<file path="config.mk">
export PLATFORM = sky130hd
export DESIGN_NAME = spike_synapse_driver
export DESIGN_NICKNAME = d
export VERILOG_FILES = /design/src/rtl/spike_synapse_driver.sv
export SDC_FILE = /design/constraint.sdc
export NUM_CORES = 1
export LEC_CHECK = 0
export ABC_AREA = 1
export CAP_MARGIN = 20
export CORE_ASPECT_RATIO = 0.9
export CORE_MARGIN = 2
export CORE_UTILIZATION = 49
export CTS_CLUSTER_DIAMETER = 50
export DETAILED_ROUTE_END_ITERATION = 8
export PLACE_DENSITY = 0.73
export SETUP_SLACK_MARGIN = 0.2
export SLEW_MARGIN = 15
export SYNTH_ARGS = -nofsm -noshare
export SYNTH_HDL_FRONTEND = slang
export SYNTH_SLANG_ARGS = --single-unit
</file>
<file path="constraint.sdc">
create_clock -name clock -period 3.3 [get_ports clock]
set_clock_uncertainty 0.1 [all_clocks]
set_input_delay 0.495 -clock clock [delete_from_list [all_inputs] [get_ports clock]]
set_output_delay 0.495 -clock clock [all_outputs]
set_load 0.05 [all_outputs]
</file>
<file path="src/rtl/spike_synapse_driver.sv">
// Spike-to-current synapse driver.
// Each accepted rising edge of spike_in adds a weight to a saturating 8-bit
// current. The current decays geometrically on every dt tick. A refractory
// window, an IDLE/REFRACT/DECAY state machine and a saturating spike counter
// complete the block.
module spike_synapse_driver #(
    parameter int REFRACT_CYCLES = 4,
    parameter int COUNT_WIDTH    = 8
) (
    input  logic                   clock,
    input  logic                   reset,
    input  logic                   spike_in,
    input  logic [7:0]             weight,
    input  logic [2:0]             decay_shift,
    input  logic [7:0]             dt,
    input  logic                   clear_count,
    output logic [7:0]             current_out,
    output logic                   active,
    output logic [COUNT_WIDTH-1:0] spike_count
);

    localparam logic [1:0] S_IDLE    = 2'd0;
    localparam logic [1:0] S_REFRACT = 2'd1;
    localparam logic [1:0] S_DECAY   = 2'd2;

    localparam logic [7:0]             REFRACT_LOAD = 8'(REFRACT_CYCLES - 1);
    localparam logic [COUNT_WIDTH-1:0] COUNT_MAX    = '1;

    logic [1:0]             r_state;
    logic [7:0]             r_tick_cnt;
    logic [7:0]             r_refr_cnt;
    logic                   r_spike_prev;
    logic [7:0]             r_current;
    logic                   r_active;
    logic [COUNT_WIDTH-1:0] r_count;

    logic                   w_event;
    logic                   w_accept;
    logic                   w_tick;
    logic [7:0]             w_current_nxt;
    logic [1:0]             w_state_nxt;
    logic [7:0]             w_refr_nxt;

    // Add the weight, clamping at full scale via a 9-bit intermediate.
    function automatic logic [7:0] sat_add(input logic [7:0] cur, input logic [7:0] w);
        logic [8:0] sum;
        sum = {1'b0, cur} + {1'b0, w};
        return sum[8] ? 8'hFF : sum[7:0];
    endfunction

    // One geometric decay step; a minimum step of 1 guarantees reaching 0.
    function automatic logic [7:0] decay_step(input logic [7:0] cur, input logic [2:0] sh);
        logic [7:0] d;
        d = cur >> sh;
        if (d == 8'd0 && cur != 8'd0) begin
            d = 8'd1;
        end
        return cur - d;
    endfunction

    assign w_event  = spike_in & ~r_spike_prev;
    assign w_accept = w_event & (r_state != S_REFRACT);
    assign w_tick   = (r_tick_cnt >= dt);

    // Next current: an accepted event takes precedence over a decay tick.
    always_comb begin
        w_current_nxt = r_current;
        if (w_accept) begin
            w_current_nxt = sat_add(r_current, weight);
        end else if (w_tick) begin
            w_current_nxt = decay_step(r_current, decay_shift);
        end
    end

    // Next state and refractory counter.
    always_comb begin
        w_state_nxt = r_state;
        w_refr_nxt  = r_refr_cnt;
        case (r_state)
            S_IDLE: begin
                if (w_accept) begin
                    w_state_nxt = S_REFRACT;
                    w_refr_nxt  = REFRACT_LOAD;
                end
            end
            S_REFRACT: begin
                if (r_refr_cnt == 8'd0) begin
                    w_state_nxt = (w_current_nxt != 8'd0) ? S_DECAY : S_IDLE;
                end else begin
                    w_refr_nxt = r_refr_cnt - 8'd1;
                end
            end
            S_DECAY: begin
                if (w_accept) begin
                    w_state_nxt = S_REFRACT;
                    w_refr_nxt  = REFRACT_LOAD;
                end else if (w_current_nxt == 8'd0) begin
                    w_state_nxt = S_IDLE;
                end
            end
            default: begin
                w_state_nxt = S_IDLE;
            end
        endcase
    end

    // Edge detector history and the free-running dt tick counter.
    always_ff @(posedge clock or negedge reset) begin
        if (!reset) begin
            r_spike_prev <= 1'b0;
            r_tick_cnt   <= 8'd0;
        end else begin
            r_spike_prev <= spike_in;
            r_tick_cnt   <= w_tick ? 8'd0 : r_tick_cnt + 8'd1;
        end
    end

    // Current accumulator, state machine and registered active flag.
    always_ff @(posedge clock or negedge reset) begin
        if (!reset) begin
            r_current  <= 8'd0;
            r_state    <= S_IDLE;
            r_refr_cnt <= 8'd0;
            r_active   <= 1'b0;
        end else begin
            r_current  <= w_current_nxt;
            r_state    <= w_state_nxt;
            r_refr_cnt <= w_refr_nxt;
            r_active   <= (w_state_nxt != S_IDLE);
        end
    end

    // Saturating accepted-spike counter; clear wins over increment.
    always_ff @(posedge clock or negedge reset) begin
        if (!reset) begin
            r_count <= '0;
        end else if (clear_count) begin
            r_count <= '0;
        end else if (w_accept && r_count != COUNT_MAX) begin
            r_count <= r_count + 1'b1;
        end
    end

    assign current_out = r_current;
    assign active      = r_active;
    assign spike_count = r_count;

endmodule

</file>
### Word-level counts from Yosys, hierarchy flattened

Index checks and enable logic that the tools add are counted.

| storage, ports and cells | value |
|---|---|
| register bits | 36 |
| output and inout bits | 17 |
| word-level logic and storage cells | 54 |
| input bits | 23 |

| operators by class | value |
|---|---|
| reductions and logical operators | 13 |
| shifts and indexed selects | 1 |
| muxes and demuxes | 18 |
| order comparisons | 1 |
| equal/unequal tests | 6 |
| add/sub/neg operators | 5 |
| bitwise logic cells | 3 |

Operator list:

| kind | count |
|---|---|
| $mux W8 | 11 |
| $logic_not A8 Y1 | 3 |
| $add A8 B1 Y8 const B | 2 |
| $pmux W8 S2 | 1 |
| $reduce_bool A8 Y1 | 2 |
| $mux W2 | 5 |
| $add A8 B8 Y9 | 1 |
| $ge A8 B8 Y1 | 1 |
| $ne A8 B8 Y1 const B | 1 |
| $shr A8 B3 Y8 | 1 |
| $sub A8 B1 Y8 const B | 1 |
| $sub A8 B8 Y8 | 1 |
| $pmux W2 S3 | 1 |
| $reduce_bool A2 Y1 | 3 |
| $ne A2 B1 Y1 const B | 2 |
| $reduce_and A3 Y1 | 1 |
| $and A1 B1 Y1 | 2 |
| $eq A2 B1 Y1 const B | 1 |
| $eq A2 B2 Y1 const B | 1 |
| $logic_and A1 B1 Y1 | 2 |
| $logic_not A2 Y1 | 1 |
| $ne A2 B2 Y1 const B | 1 |
| $reduce_or A2 Y1 | 1 |
| $not A1 Y1 | 1 |

### Depth between registers and ports, before layout

| depth | value |
|---|---|
| depth after elaboration | 14 |
| mapped depth | 24 |
| mapped depth without buffers | 24 |

### Least setup slack after synthesis

Ideal clock, no wire load.

| timing | value |
|---|---|
| path type | register to register |
| from | reg r_current[1] (netlist: current_out[1]) |
| to | reg r_active (netlist: active) |
| buffers on the path | 0 |
| clock period less this slack | 3.181 ns |
| path slack | 0.119 ns |
| data arrival time | 2.963 ns |
| data required time | 3.082 ns |
| setup time | 0.118 ns |
| cell stages (with the launch flop) | 20 |
| cells stage by stage | dfrtp_1 > inv_1 > o211ai_1 > o21ai_1 > o21ai_1 > inv_1 > a41o_1 > ha_1 > fa_1 > inv_1 > a21oi_1 > xnor2_1 > nand2_1 > nand3_1 > nand2_1 > nand2_1 > nor2_2 > nand2_1 > nand2_1 > nand2_1 |

| on the way | value |
|---|---|
| word-level cells in the longest chain between the ends | 14 |
| elaborated cells on any way between the ends | 20 |
| classes of those cells | 2 x add/sub; 1 x shift; 11 x mux; 6 x reduce/logical |

RTL lines:

| item | line | source |
|---|---|---|
| start: declaration | 33 | `logic [7:0] r_current;` |
| start signal: assignment | 126 | `r_current <= w_current_nxt;` |
| $shr A8 B3 Y8 | 54 | `d = cur >> sh;` |
| $logic_not A8 Y1 | 55 | `if (d == 8'd0 && cur != 8'd0) begin` |
| $logic_and A1 B1 Y1 | 55 |  |
| $mux W8 | 55 |  |
| $mux W8 | 70 | `end else if (w_tick) begin` |
| $mux W8 | 68 | `if (w_accept) begin` |
| $sub A8 B8 Y8 | 58 | `return cur - d;` |
| $mux W8 | 70 |  |
| $mux W8 (*) | 68 |  |
| $logic_not A8 Y1 or $reduce_bool A8 Y1 (tied branches) | 97, 88 |  |
| $mux W2, on equally long branches | 97, 88 |  |
| $mux W2, on equally long branches | 94, 87 |  |
| $pmux W2 S3 (*) | 79 | `case (r_state)` |
| $reduce_bool A2 Y1 (*) | 129 | `r_active <= (w_state_nxt != S_IDLE);` |
| end signal: assignment | 129 |  |
| end: declaration | 34 | `logic r_active;` |

Every way passes the cells marked *; elsewhere a longest branch is shown, timed or not. The select of a mux whose other input is x is not followed.
A chain may end at the register's enable or synchronous reset.

### Worst setup path after layout

| timing | value |
|---|---|
| from | in decay_shift[2] |
| to | reg r_active (netlist: active) |

| on the way | value |
|---|---|
| word-level cells in the longest chain between the ends | 14 |
| elaborated cells on any way between the ends | 17 |
| classes of those cells | 1 x add/sub; 1 x shift; 10 x mux; 5 x reduce/logical |

RTL lines:

| item | line | source |
|---|---|---|
| start: declaration | 14 | `input logic [2:0] decay_shift,` |
| $shr A8 B3 Y8 (*) | 54 |  |
| $logic_not A8 Y1 | 55 |  |
| $logic_and A1 B1 Y1 | 55 |  |
| $mux W8 (*) | 55 |  |
| $mux W8 (*) | 70 |  |
| $mux W8 (*) | 68 |  |
| $sub A8 B8 Y8 (*) | 58 |  |
| $mux W8 (*) | 70 |  |
| $mux W8 (*) | 68 |  |
| $logic_not A8 Y1 or $reduce_bool A8 Y1 (tied branches) | 97, 88 |  |
| $mux W2, on equally long branches | 97, 88 |  |
| $mux W2, on equally long branches | 94, 87 |  |
| $pmux W2 S3 (*) | 79 |  |
| $reduce_bool A2 Y1 (*) | 129 |  |

Marked as above.

==> flow_summary.toml <==
[status]
outcome = "complete, no violations"

[critical_path]
r2r_slack_ns = 0.47
path_delay_family = "simple AND/OR/NAND/NOR gates"
critPathCaptureType = "flip-flop"
crit_type = "in2reg"
reg2reg_depth = 25
slowest_stage = "clkdlybuf4s50_1"
max_stage_delay_ns = 0.43
r2r_end = "active"
crit_top_cell = "nand2_1"
critPathLaunchType = "primary input"
crit_arrival_ns = 2.98
crit_buf_inv = 3
crit_chain = "clkdlybuf4s50_1 > inv_2 > nand3_1 > o211ai_1 > nor2_1 > a41o_1 > ha_2 > fa_2 > inv_2 > nand3_2 > nand4_1 > nand2_1 > nand2_1 > nand3_2 > nand2_2 > nand2_2 > nor2_2 > nand2_1 > nand2_1 > nand2_1"
required_ns = 3.38
timing.rr.start = "current_out[5]"
crit_fanout = 6

[floorplanning]
rows = 27
core_mm2 = 0.00618
ios = 40
chipWidth_um = 88.6
die_h_um = 80.1
initial_core_util_pct = 51.0
die-area_mm2 = 0.00710

[cts]
cts_sinks = 36
cts_buffers = 5
cts_root_buf = "clkbuf_8"
clock_path_buffers = 2
cts_max_level = 2
path_clk_slew_ns = 0.08
insertion_delay_ns = 0.29
cts_tree = "done"
postCtsHoldBufs = 0

[layout]
final_nets = 583
insertedDiodeCount = 0
fill_cells = 541
drive_gt1_share_pct = 18.2
final_util_pct = 66.0
syn2layout_area_growth_pct = 29.3

[timing]
hold_violations = 0
setup_viol = 0
fmax_mhz = 345
rsz0062_at_grt = "no"
post-route-period-util_pct = 87.9
fin_crit_ns = 2.90
tightest_slew_ns = 0.501
drv_slew = 0
finalSetupTns_ns = 0
max_slew_margin_pct = 66.5

[drt]
drc_errors = 0
drtIter0Drc = 85
wl_per_cell_um = 12.2
wirelength_mm = 7.53
post_drt_via_cell_ratio = 4.93
firstDrtPassIters = 4
vias = 3051
ant_nets = 0

[grt]
grt_pass1_wl_mm = 12.7
grtUsageTotal_pct = 23.1
antenna_found_initial = 0
grt_pass1_vias = 2863
grt_max_degree = 37
grt-ovfl-total = 0

[placed_design]
hpwl_mm = 5.84
place.gp.congestion = 0.882
portBuffers = 39

[logic_synthesis]
synth_fp_nets = 502
yosysWarnings = 0
synth_edf_count = 0
synth-seq-cells = 36
postSynthAreaPerCell_um2 = 7.01
synthCells = 450
ys_async_sr_fraction_pct = 100
ys.flop_type = "dfrtp_1"
syn_area_mm2 = 0.00315
ys_types = 40
ys_seq_area_share_pct = 28.6

[hold_path]
hold_path_class = "reg2reg"
min_to = "r_tick_cnt[0]"
hp-start = "r_tick_cnt[0]"
hold_depth = 1

[pwr]
powerDensity_mw_per_mm2 = 900
ir_drop_uv = 495
p_leak_nw = 2.19

[flow_run]
drv_cap = 0
-- cells by family (layout without fill, tap and decap cells) --
logic type	after synthesis	in the layout	synth area share [%]
AND/OR/NAND/NOR	235	235	36.6
flip-flops	36	36	28.6
adder cells (fa/ha/maj)	29	29	12.0
AO/OA/AOI/OAI	45	45	8.21
multiplexers	1	1	0.317
buffers and inverters	94	176	11.6
XOR/XNOR	10	10	2.78
-- area by class of cell --
type | instances | area, um2 | share of cell area (%)
clock buffer | 6 | 72.6 | 1.78
clock inverter | 2 | 35.0 | 0.859
inverter | 91 | 347 | 8.50
multi-input combinational | 320 | 1930 | 47.4
sequential | 36 | 903 | 22.1
tap | 87 | 109 | 2.67
timing repair buffer | 77 | 681 | 16.7
-- power by group --
part | switching [mW] | total [mW] | internal (mW)
Combinational | 1.48 | 2.52 | 1.03
Clock | 0.162 | 0.386 | 0.224
Sequential | 0.162 | 0.771 | 0.609
Total | 1.81 | 3.67 | 1.87
-- per-layer routing --
layer / track usage (%) / share of wire (%) / wire [um]
met1: 30.9 / 47 / 3530
met2: 39.3 / 49 / 3700
met3: 3.19 / 2.8 / 214
met4: 5.61 / 1.2 / 89
met5: 0 / 0 / 0
-- flip-flops by register name, indices dropped and copies added (netlist names) --
register and count:
r_state 2, active 1, current_out 8, r_tick_cnt 8
r_spike_prev 1, r_refr_cnt 8, spike_count 8
-- Yosys cell counts (2+ instances only) --
cell type	instances	area share [%]
xnor2_1	5	1.4
and3_1	2	0.40
nand3_2	2	0.63
xor2_1	5	1.4
a21oi_1	16	2.5
inv_2	3	0.36
o21ai_0	15	2.4
nor2_1	30	3.6
nand2_4	2	0.71
nand3_1	34	5.4
ha_1	27	11
nor3b_2	3	1.2
a21oi_2	2	0.56
dfrtp_1	36	29
nand4_1	16	3.2
buf_2	2	0.32
fa_1	2	1.3
nor3b_1	2	0.48
nor2_4	3	1.1
nand2_1	116	14
nand3b_1	2	0.48
inv_1	87	10
nor2_2	4	0.79
o21ai_1	3	0.48
o211ai_1	4	0.95
nor3_1	6	0.95
nand2_2	8	1.6
-- worst max path at each step --
stage,cells past startpoint,slack [ns],start,endpoint
floorplan,19,0.22,current_out[3],active
global placement,21,-0.21,decay_shift[0],active
detailed placement,21,-0.26,decay_shift[0],active
CTS,20,0.22,decay_shift[1],active
global route,22,0.22,current_out[5],active
finish,20,0.40,decay_shift[2],active
-- per-stage QoR --
step	power [mW]	hold slack, ns	cells	worst slack (ns)	instance area, um2
floorplan	2.43	0.0994	450	0.217	3160
global placement	3.07	0.380	597	-0.206	3810
detailed placement	3.11	0.395	597	-0.262	3810
CTS	3.59	0.406	614	0.221	4010
global route	4.03	0.432	619	0.220	4080
finish	3.67	0.396	619	0.399	4080
-- timing repair --
action	CTS	global route
pin swaps	6	11
buffers inserted	9	5
gates cloned	0	0
endpoints found under the setup margin	2	5
resized for setup	15	17
-- layout by cell type (no fill, tap or decap), types with 4 or more instances in the layout --
cell,count
inv_2,5
buf_4,36
nor2_1,28
nand3_1,32
clkbuf_8,5
inv_1,84
xnor2_1,5
nor3_1,6
ha_1,26
nand3_2,4
o211ai_1,4
nand4_1,16
xor2_1,5
clkdlybuf4s50_1,37
a21oi_1,15
o21ai_0,8
nor2_2,6
dfrtp_1,34
o21ai_1,6
o21ai_2,5
nand2_2,10
nand2_1,114
Power figures use the tool's default switching activity.
